File: config.mk
export PLATFORM = sky130hd
export DESIGN_NAME = counter_param_rtl
export DESIGN_NICKNAME = d
export VERILOG_FILES = /design/src/rtl/counter_param_rtl.sv
export SDC_FILE = /design/constraint.sdc
export NUM_CORES = 1
export LEC_CHECK = 0
export CAP_MARGIN = 20
export CORE_MARGIN = 2
export CORE_UTILIZATION = 35
export DETAILED_ROUTE_END_ITERATION = 7
export HOLD_SLACK_MARGIN = 0.15
export PLACE_DENSITY = 0.65
export SETUP_SLACK_MARGIN = 0.4
export SLEW_MARGIN = 20
export SYNTH_ARGS = -nofsm -noshare
export SYNTH_HDL_FRONTEND = slang
export SYNTH_SLANG_ARGS = --single-unit
File: constraint.sdc
create_clock -name clk -period 4.3 [get_ports clk]
set_clock_uncertainty 0.1 [all_clocks]
set_input_delay 1.29 -clock clk [delete_from_list [all_inputs] [get_ports clk]]
set_output_delay 1.29 -clock clk [all_outputs]
set_load 0.03 [all_outputs]
File: src/rtl/counter_param_rtl.sv
// counter_param_rtl: loop/address sequencer that counts from a loaded start
// value toward a loaded finish value in steps of a loaded increment, up or
// down, then either stops at finish or wraps back to start. Overshoot is
// clamped so finish is always hit exactly.
//
// Ports:
//   clk      - clock, all state updates on rising edge
//   rst      - synchronous active-low reset
//   load     - capture start/incr/finish/down/wrap and restart (beats en)
//   en       - advance the count by one step
//   start    - start value (captured on load)
//   incr     - unsigned step magnitude (captured on load)
//   finish   - terminal value (captured on load)
//   down     - 0 = count up, 1 = count down (captured on load)
//   wrap     - 0 = stop at finish, 1 = reload start (captured on load)
//   count    - current count (registered)
//   done     - count equals captured finish (decoded from registers)
//   wrapped  - one-cycle pulse, a wrap happened at the previous edge
module counter_param_rtl #(
  parameter int unsigned W = 16
) (
  input  logic         clk,
  input  logic         rst,
  input  logic         load,
  input  logic         en,
  input  logic [W-1:0] start,
  input  logic [W-1:0] incr,
  input  logic [W-1:0] finish,
  input  logic         down,
  input  logic         wrap,
  output logic [W-1:0] count,
  output logic         done,
  output logic         wrapped
);

  localparam int unsigned WE = W + 1;

  logic [W-1:0]  start_q;
  logic [W-1:0]  incr_q;
  logic [W-1:0]  finish_q;
  logic          down_q;
  logic          wrap_q;

  logic [WE-1:0] sum;
  logic [W-1:0]  diff;
  logic [W-1:0]  step_val;

  // Next count for one step; any overshoot (including carry-out or borrow)
  // lands exactly on finish, so a direction/finish mismatch also goes
  // straight to finish.
  always_comb begin
    sum      = WE'(count) + WE'(incr_q);
    diff     = count - incr_q;
    step_val = count;
    if (!down_q) begin
      step_val = (sum > WE'(finish_q)) ? finish_q : sum[W-1:0];
    end else begin
      // diff is only meaningful when no borrow occurred
      step_val = ((incr_q > count) || (diff < finish_q)) ? finish_q : diff;
    end
  end

  assign done = (count == finish_q);

  // Configuration, count and wrap-pulse registers
  always_ff @(posedge clk) begin
    if (!rst) begin
      start_q  <= '0;
      incr_q   <= '0;
      finish_q <= '0;
      down_q   <= 1'b0;
      wrap_q   <= 1'b0;
      count    <= '0;
      wrapped  <= 1'b0;
    end else if (load) begin
      start_q  <= start;
      incr_q   <= incr;
      finish_q <= finish;
      down_q   <= down;
      wrap_q   <= wrap;
      count    <= start;
      wrapped  <= 1'b0;
    end else if (en && done) begin
      if (wrap_q) begin
        count   <= start_q;
        wrapped <= 1'b1;
      end else begin
        wrapped <= 1'b0;
      end
    end else if (en) begin
      count   <= step_val;
      wrapped <= 1'b0;
    end else begin
      wrapped <= 1'b0;
    end
  end

endmodule

==> impl_results.md, run 1 <==
- Die Y: 133 um
- Die Area: about 18000 sq um
- Vias per cell: around 5.4
- Peak Freq: 241 MHz
- Cells after Synth: 661
- Synthesized Nets: 780
- Main synth FF type: dfxtp_1
- Vias in the first global route: around 5300
- Required time of the critical path: around 4.4 ns
- Routed WL: 18.0 mm
- Initial Util: 0.355
- Outcome: complete, no violations
- Critical Path Sink Type: flop
- RR Startpoint: incr_q[0]
- CTS Root Buffer Type: clkbuf_16
- Ys async rst share: 0
- Warnings, synthesis: 0
- Hold_ws: roughly 0.36 ns
- Final hold violation count: 0
- N_diodes: 0
- GR Util All Layers: 0.203
- WP data arrival: ~4.3 ns
- Die width: approximately 130 um
- IO Count: between 70 and 80
- Reg clk slew, reported paths: 0.06 ns
- First-pass GRT wire length: roughly 28 mm
- Placer Congestion: between 0.9 and 1
- Critical Path Source: incr_q[0]
- Crit path launch type: flop
- Post-route cell area: roughly 7800 sq um
- Area after DPL: between 6000 and 7000 sq um
- MaxCap Viol Count: 0
- Placed cell count: ~960
- Max VDD drop: between 200 and 300 uV
- Clk_lat worst skew: approximately 0.35 ns
- Sequential share of the synthesized area: 0.230
- First DRT Iteration DRCs: roughly 390
- Area delta synth->final: 33.4%
- RSZ-0062 raised after global routing: true
- Num rows: 47
- Core Footprint: 16500 sq um
- Avg Synthesized Cell Area: slightly below 9 sq um
- Total number of vias: 5406
- Post-layout min period: ~4.2 ns
- Share of layout cells above drive strength 1: 0.235
- Hold path start: wrap_q
- Kind of critical path: reg -> reg
- Detailed Routing Iterations Pass 1: 4
- Remaining antenna violation count: 0
- Leakage: around 3.2 nW
- Worst slew pin tran: around 0.77 ns
- R2r setup slk: between 0.1 and 0.15 ns
- Number of buffers created by CTS: 9
- Synth cell types: 87
- Max-slew violations: 0
- Synth Register Bits: between 60 and 70
- Setup TNS: 0 ns
- Filler cell count: ~1600
- RR Endpoint: count[11]
- H-tree levels: 3
- Hold WC Path Type: reg -> reg
- PwrDens: 490 nW/um^2
- Slew HR: 0.472
- Worst Path Max Fanout: 6
- GR Overflow Total: 0
- Clock Path Buffers: 2
- Layout Utilization: 0.474
- Net count, final: roughly 900
- Pin count of the biggest net entering global routing: 45
- Initial antenna violation count: 0
- CTS tree: done
- Final Setup Violations: 0
- HPWL reported at the end of detailed placement: ~13 mm
- EDFF count, synth: 0
- Final std cells w/o fill: approximately 1000
- Wirelength per Cell: between 15 and 20 um
- FF-to-FF path depth: 17
- Input/output buffers: 71
- Clock sinks: 67
- Remaining routing DRC violations: 0
- Crit share post-route: 0.966
- Critical Path End: count[11]
- Synth Cell Area: between 5000 and 6000 sq um
## how the worst min path moves through the flow
stage	slack (ns)	cells after the start	endpoint
floorplan	0.32	2	wrapped
global placement	0.34	2	wrapped
detailed placement	0.35	2	wrapped
CTS	0.36	2	wrapped
global route	0.37	2	wrapped
finish	0.36	2	wrapped
## report_power, final
part,switching [W],internal [W]
Combinational,0.00120,0.00113
Sequential,0.0000783,0.000681
Clock,0.000293,0.000447
Total,0.00157,0.00226
## cells in the mapped netlist (4+ instances only)
| library cell | n | area share |
|---|---|---|
| a211oi_2 | 5 | 0.011 |
| a21oi_1 | 38 | 0.033 |
| o31ai_1 | 7 | 0.0090 |
| o211ai_1 | 12 | 0.015 |
| ha_1 | 63 | 0.13 |
| a221oi_2 | 6 | 0.015 |
| nand4_1 | 10 | 0.011 |
| nor4_1 | 5 | 0.0054 |
| a221o_1 | 5 | 0.0086 |
| nor2_1 | 28 | 0.018 |
| nor2b_1 | 50 | 0.054 |
| nand2_1 | 34 | 0.022 |
| buf_1 | 4 | 0.0026 |
| a31oi_1 | 4 | 0.0043 |
| clkbuf_1 | 15 | 0.0096 |
| xnor2_1 | 39 | 0.058 |
| o22ai_1 | 18 | 0.019 |
| nand2b_1 | 9 | 0.0096 |
| inv_1 | 46 | 0.030 |
| dfxtp_1 | 67 | 0.23 |
| a21o_1 | 7 | 0.0090 |
| o21ai_0 | 18 | 0.015 |
| and3_1 | 5 | 0.0054 |
| a2111oi_0 | 4 | 0.0060 |
| nor3_1 | 12 | 0.010 |
| mux2i_1 | 53 | 0.091 |
| nand3_1 | 5 | 0.0043 |
| o21a_1 | 4 | 0.0051 |
## stage by stage
stage,setup WS (ns),total power [W]
floorplan,0.354,0.00207
global placement,0.118,0.00261
detailed placement,0.0250,0.00262
CTS,0.184,0.00357
global route,0.00139,0.00405
finish,0.146,0.00382
## flip-flops by register name, summed over array words and instances (netlist names)
name and flops:
count 16, wrapped 1, down_q 1, start_q 16, finish_q 16, wrap_q 1, incr_q 16
## cell usage in the layout (no fill, tap or decap), types with 5 or more instances in the layout
| cell type | instances |
|---|---|
| a211oi_2 | 7 |
| o211ai_1 | 12 |
| nand3_1 | 5 |
| o22ai_1 | 18 |
| buf_4 | 59 |
| nor2_1 | 27 |
| ha_4 | 8 |
| and3_1 | 5 |
| ha_1 | 54 |
| a21oi_1 | 33 |
| inv_1 | 44 |
| a221oi_2 | 6 |
| nand2_1 | 33 |
| clkdlybuf4s50_1 | 68 |
| o21ai_0 | 13 |
| dfxtp_4 | 5 |
| a221o_1 | 5 |
| dfxtp_1 | 55 |
| o31ai_1 | 6 |
| nor3_1 | 12 |
| nand4_1 | 10 |
| clkbuf_16 | 9 |
| mux2i_1 | 52 |
| nand2b_1 | 9 |
| xnor2_2 | 5 |
| buf_6 | 6 |
| nor2b_1 | 50 |
| dfxtp_2 | 7 |
| a21o_1 | 7 |
| xnor2_1 | 34 |
| a21oi_2 | 8 |
## cell type report
| cell class | count | area, sq um | share of cell area |
|---|---|---|---|
| Clock buffer | 11 | 233 | 0.0298 |
| Clock inverter | 5 | 55.1 | 0.00706 |
| Inverter | 51 | 204 | 0.0262 |
| Multi-Input combinational cell | 513 | 4460 | 0.572 |
| Sequential cell | 67 | 1370 | 0.176 |
| Tap cell | 220 | 275 | 0.0353 |
| Timing Repair Buffer | 135 | 1200 | 0.155 |
## cell families after synthesis
group / share of synthesized area
compound gates: 0.232
xor+xnor: 0.0614
fa+ha+maj: 0.142
buf+inv: 0.0689
flops: 0.230
mux: 0.100
simple gates: 0.166
## layer usage
layer  track usage  part of all wire  vias up
met2         0.335              0.47      159
met3        0.0396             0.046       45
li1              -                 -     2644
met4        0.0981             0.045        0
met5             0                 0        -
met1         0.256              0.44     2558
## worst max-delay path, cell delays in order (launching register included)
cell      delay, ns
dfxtp_4        0.36
ha_4           0.17
fa_2           0.33
nor2b_4        0.14
o311a_4        0.31
o2111a_2       0.29
and2b_2        0.24
xnor2_2        0.14
ha_1           0.29
a21o_1         0.18
a21oi_2        0.12
o21ai_1        0.06
and2_2         0.21
o32a_4         0.43
buf_4          0.16
nor2_4         0.13
mux2i_2        0.26
a211oi_2       0.09
## repair_timing
action                     CTS  global route
buffers inserted            17            10
pin swaps                   33            25
setup endpoints to repair   17            16
cloned                       1             0
resized for setup           38            33
hold buffers                 0             0
Power figures use the tool's default switching activity.
==> run 2, diff against run 1 <==
--- a/config.mk
+++ b/config.mk
@@ -7,11 +7,12 @@
 export LEC_CHECK = 0
 export CAP_MARGIN = 20
 export CORE_MARGIN = 2
-export CORE_UTILIZATION = 35
+export CORE_UTILIZATION = 52
 export DETAILED_ROUTE_END_ITERATION = 7
 export HOLD_SLACK_MARGIN = 0.15
-export PLACE_DENSITY = 0.65
+export PLACE_DENSITY = 0.87
 export SETUP_SLACK_MARGIN = 0.4
+export SKIP_CTS_REPAIR_TIMING = 1
 export SLEW_MARGIN = 20
 export SYNTH_ARGS = -nofsm -noshare
 export SYNTH_HDL_FRONTEND = slang
==> run 2 against run 1 <==
Effect of this change:
- global-route usage increased by 8.9 points
- non-clock buffer count decreased by 19
- cell area decreased by 3.3%
- critical path type unchanged
- sequential share of layout area rose by 0.48 points
==> impl_results.md, run 2 (same netlist as run 1, synthesis figures left out) <==
- Post-layout min period: 4.16 ns (+0.00989 ns)
- Slew HR: 0.329 (-0.143)
- PwrDens: 477 nW/um^2 (-2.7%)
- Clock sinks: 67 (unchanged)
- Clock Path Buffers: 2 (unchanged)
- CTS tree: done
- Max VDD drop: 271 uV (+5.9%)
- Vias per cell: 6.04 (+12%)
- Initial antenna violation count: 0 (unchanged)
- Setup TNS: 0 ns (unchanged)
- Top Usage Layer GRT: met2
- Remaining routing DRC violations: 0 (unchanged)
- RSZ-0062 raised after global routing: true
- GR Overflow Total: 0 (unchanged)
- Num rows: 38 (-19%)
- Detailed Routing Iterations Pass 1: 7 (+3)
- Final hold violation count: 0 (unchanged)
- GR Util met2: 0.508 (+0.173)
- Commonest non-fill, non-tap cell in the layout: clkdlybuf4s50_1
- Met3 usage: 0.0658 (+0.0263)
- Worst slew pin tran: 1.01 ns (+0.234 ns)
- Leakage: 3.09 nW (-3.1%)
- Hold WC Path Type: reg -> reg
- First DRT Iteration DRCs: 368 (-5.9%)
- Outcome: complete, no violations
- Crit share post-route: 0.968 (+0.00230)
- Die width: 110 um (-17%)
- Placer Congestion: 0.932 (-2.9%)
- Routed WL: 17.9 mm (-0.60%)
- Core Footprint: 10900 sq um (-34%)
- PnR worst setup slack: 0.136 ns (-0.00989 ns)
- Max-slew violations: 0 (unchanged)
- Worst slack, placed: -0.0325 ns (-0.0575 ns)
- Reg clk slew, reported paths: 0.08 ns (+0.02 ns)
- Hold_ws: 0.374 ns (+0.0145 ns)
- GR Util All Layers: 0.293 (+0.0894)
- Clk_lat worst skew: 0.38 ns (+0.03 ns)
- MaxCap Viol Count: 0 (unchanged)
- Remaining antenna violation count: 0 (unchanged)
- Initial Util: 0.537 (+0.182)
- Critical Path Sink Type: flop
- Kind of critical path: reg -> reg
- Wirelength per Cell: 19.9 um (+10%)
- N_diodes: 0 (unchanged)
- Area after DPL: 6830 sq um (-1.9%)
- Post-route cell area: 7540 sq um (-3.3%)
- HPWL reported at the end of detailed placement: 13.3 mm (-1.0%)
- Commonest non-fill, non-tap cells in the layout: 68 x clkdlybuf4s50_1, 58 x dfxtp_1, 53 x ha_1, 52 x mux2i_1, 49 x nor2b_1
- Number of buffers created by CTS: 9 (unchanged)
- Net count, final: 876 (-2.2%)
- Die Area: 12100 sq um (-32%)
- Area delta synth->final: 29.0%
- Worst Path Max Fanout: 12 (+6)
- M1 GR Usage: 0.339 (+0.0834)
- Die Y: 110 um (-17%)
- Tot Pwr: 0.00360 W (-5.9%)
- Total number of vias: 5445 (+0.72%)
- Required time of the critical path: 4.47 ns (+0.03 ns)
- Vias in the first global route: 5210 (-1.4%)
- CTS Root Buffer Type: clkbuf_8
- Final Setup Violations: 0 (unchanged)
- Filler cell count: 869 (-46%)
- Pin count of the biggest net entering global routing: 65 (+44%)
- Peak Freq: 240 MHz (-0.24%)
- Crit path launch type: flop
- IO Count: 72 (unchanged)
- Input/output buffers: 71 (unchanged)
- First-pass GRT wire length: 26.6 mm (-5.4%)
- WP data arrival: 4.34 ns (+0.05 ns)
- H-tree levels: 3 (unchanged)
- Share of layout cells above drive strength 1: 0.214 (-0.0214)
run 2: cell types whose count changed in the layout (fill, tap and decap cells not counted), moves of 3 or more:
| cell | change |
|---|---|
| nor2_1 | -3 |
| buf_4 | -19 |
| clkbuf_16 | -9 |
| nor2_2 | +3 |
| dfxtp_1 | +3 |
| clkbuf_8 | +10 |
| o21ai_0 | +3 |
run 2: worst paths after layout:
kind                            startpoint        to  slack (ns)  cells past startpoint
worst max-delay path             incr_q[1]  count[8]        0.14                     18
worst min-delay path                wrap_q   wrapped        0.37                      2
worst max register to register   incr_q[1]  count[8]        0.14                     18
worst min register to register      wrap_q   wrapped        0.37                      2
run 2: critical path, stage by stage, from the launching register on:
cell and delay, ns:
dfxtp_2 0.34, inv_1 0.05, ha_1 0.31, nand2b_1 0.19
a21oi_4 0.11, o311ai_4 0.35, buf_4 0.17, o21ai_0 0.10
xnor2_1 0.41, ha_1 0.36, a21oi_1 0.15, o21a_1 0.20
a2bb2oi_4 0.18, o41ai_4 0.10, o211a_4 0.22, a21oi_4 0.25
buf_12 0.16, a221oi_2 0.06, a211oi_2 0.22
run 2: routing by layer:
layer / routed length (um) / up-vias / part of all wire
met5: 0 / - / 0
met4: 881 / 0 / 0.049
met3: 922 / 60 / 0.051
met2: 8670 / 223 / 0.48
met1: 7440 / 2571 / 0.42
li1: - / 2591 / -
run 2: cell type report:
type | instances | area [sq um] | share of cell area
Clock buffer | 14 | 153 | 0.0202
Inverter | 51 | 204 | 0.0270
Multi-Input combinational cell | 512 | 4510 | 0.597
Tap cell | 140 | 175 | 0.0232
Timing Repair Buffer | 116 | 1080 | 0.144
Sequential cell | 67 | 1360 | 0.180
Clock inverter | 2 | 60.1 | 0.00796
run 2: where the power goes:
group / internal, W / switching (W)
Clock: 0.000344 / 0.000259
Combinational: 0.00105 / 0.00119
Sequential: 0.000679 / 0.0000729
run 2: through the flow:
stage | cells | util
final | 902 | 0.693
after global routing | 902 | 0.693
after CTS | 888 | 0.647
after detailed placement | 872 | 0.628
after global placement | 872 | 0.628
after floorplan | 661 | -
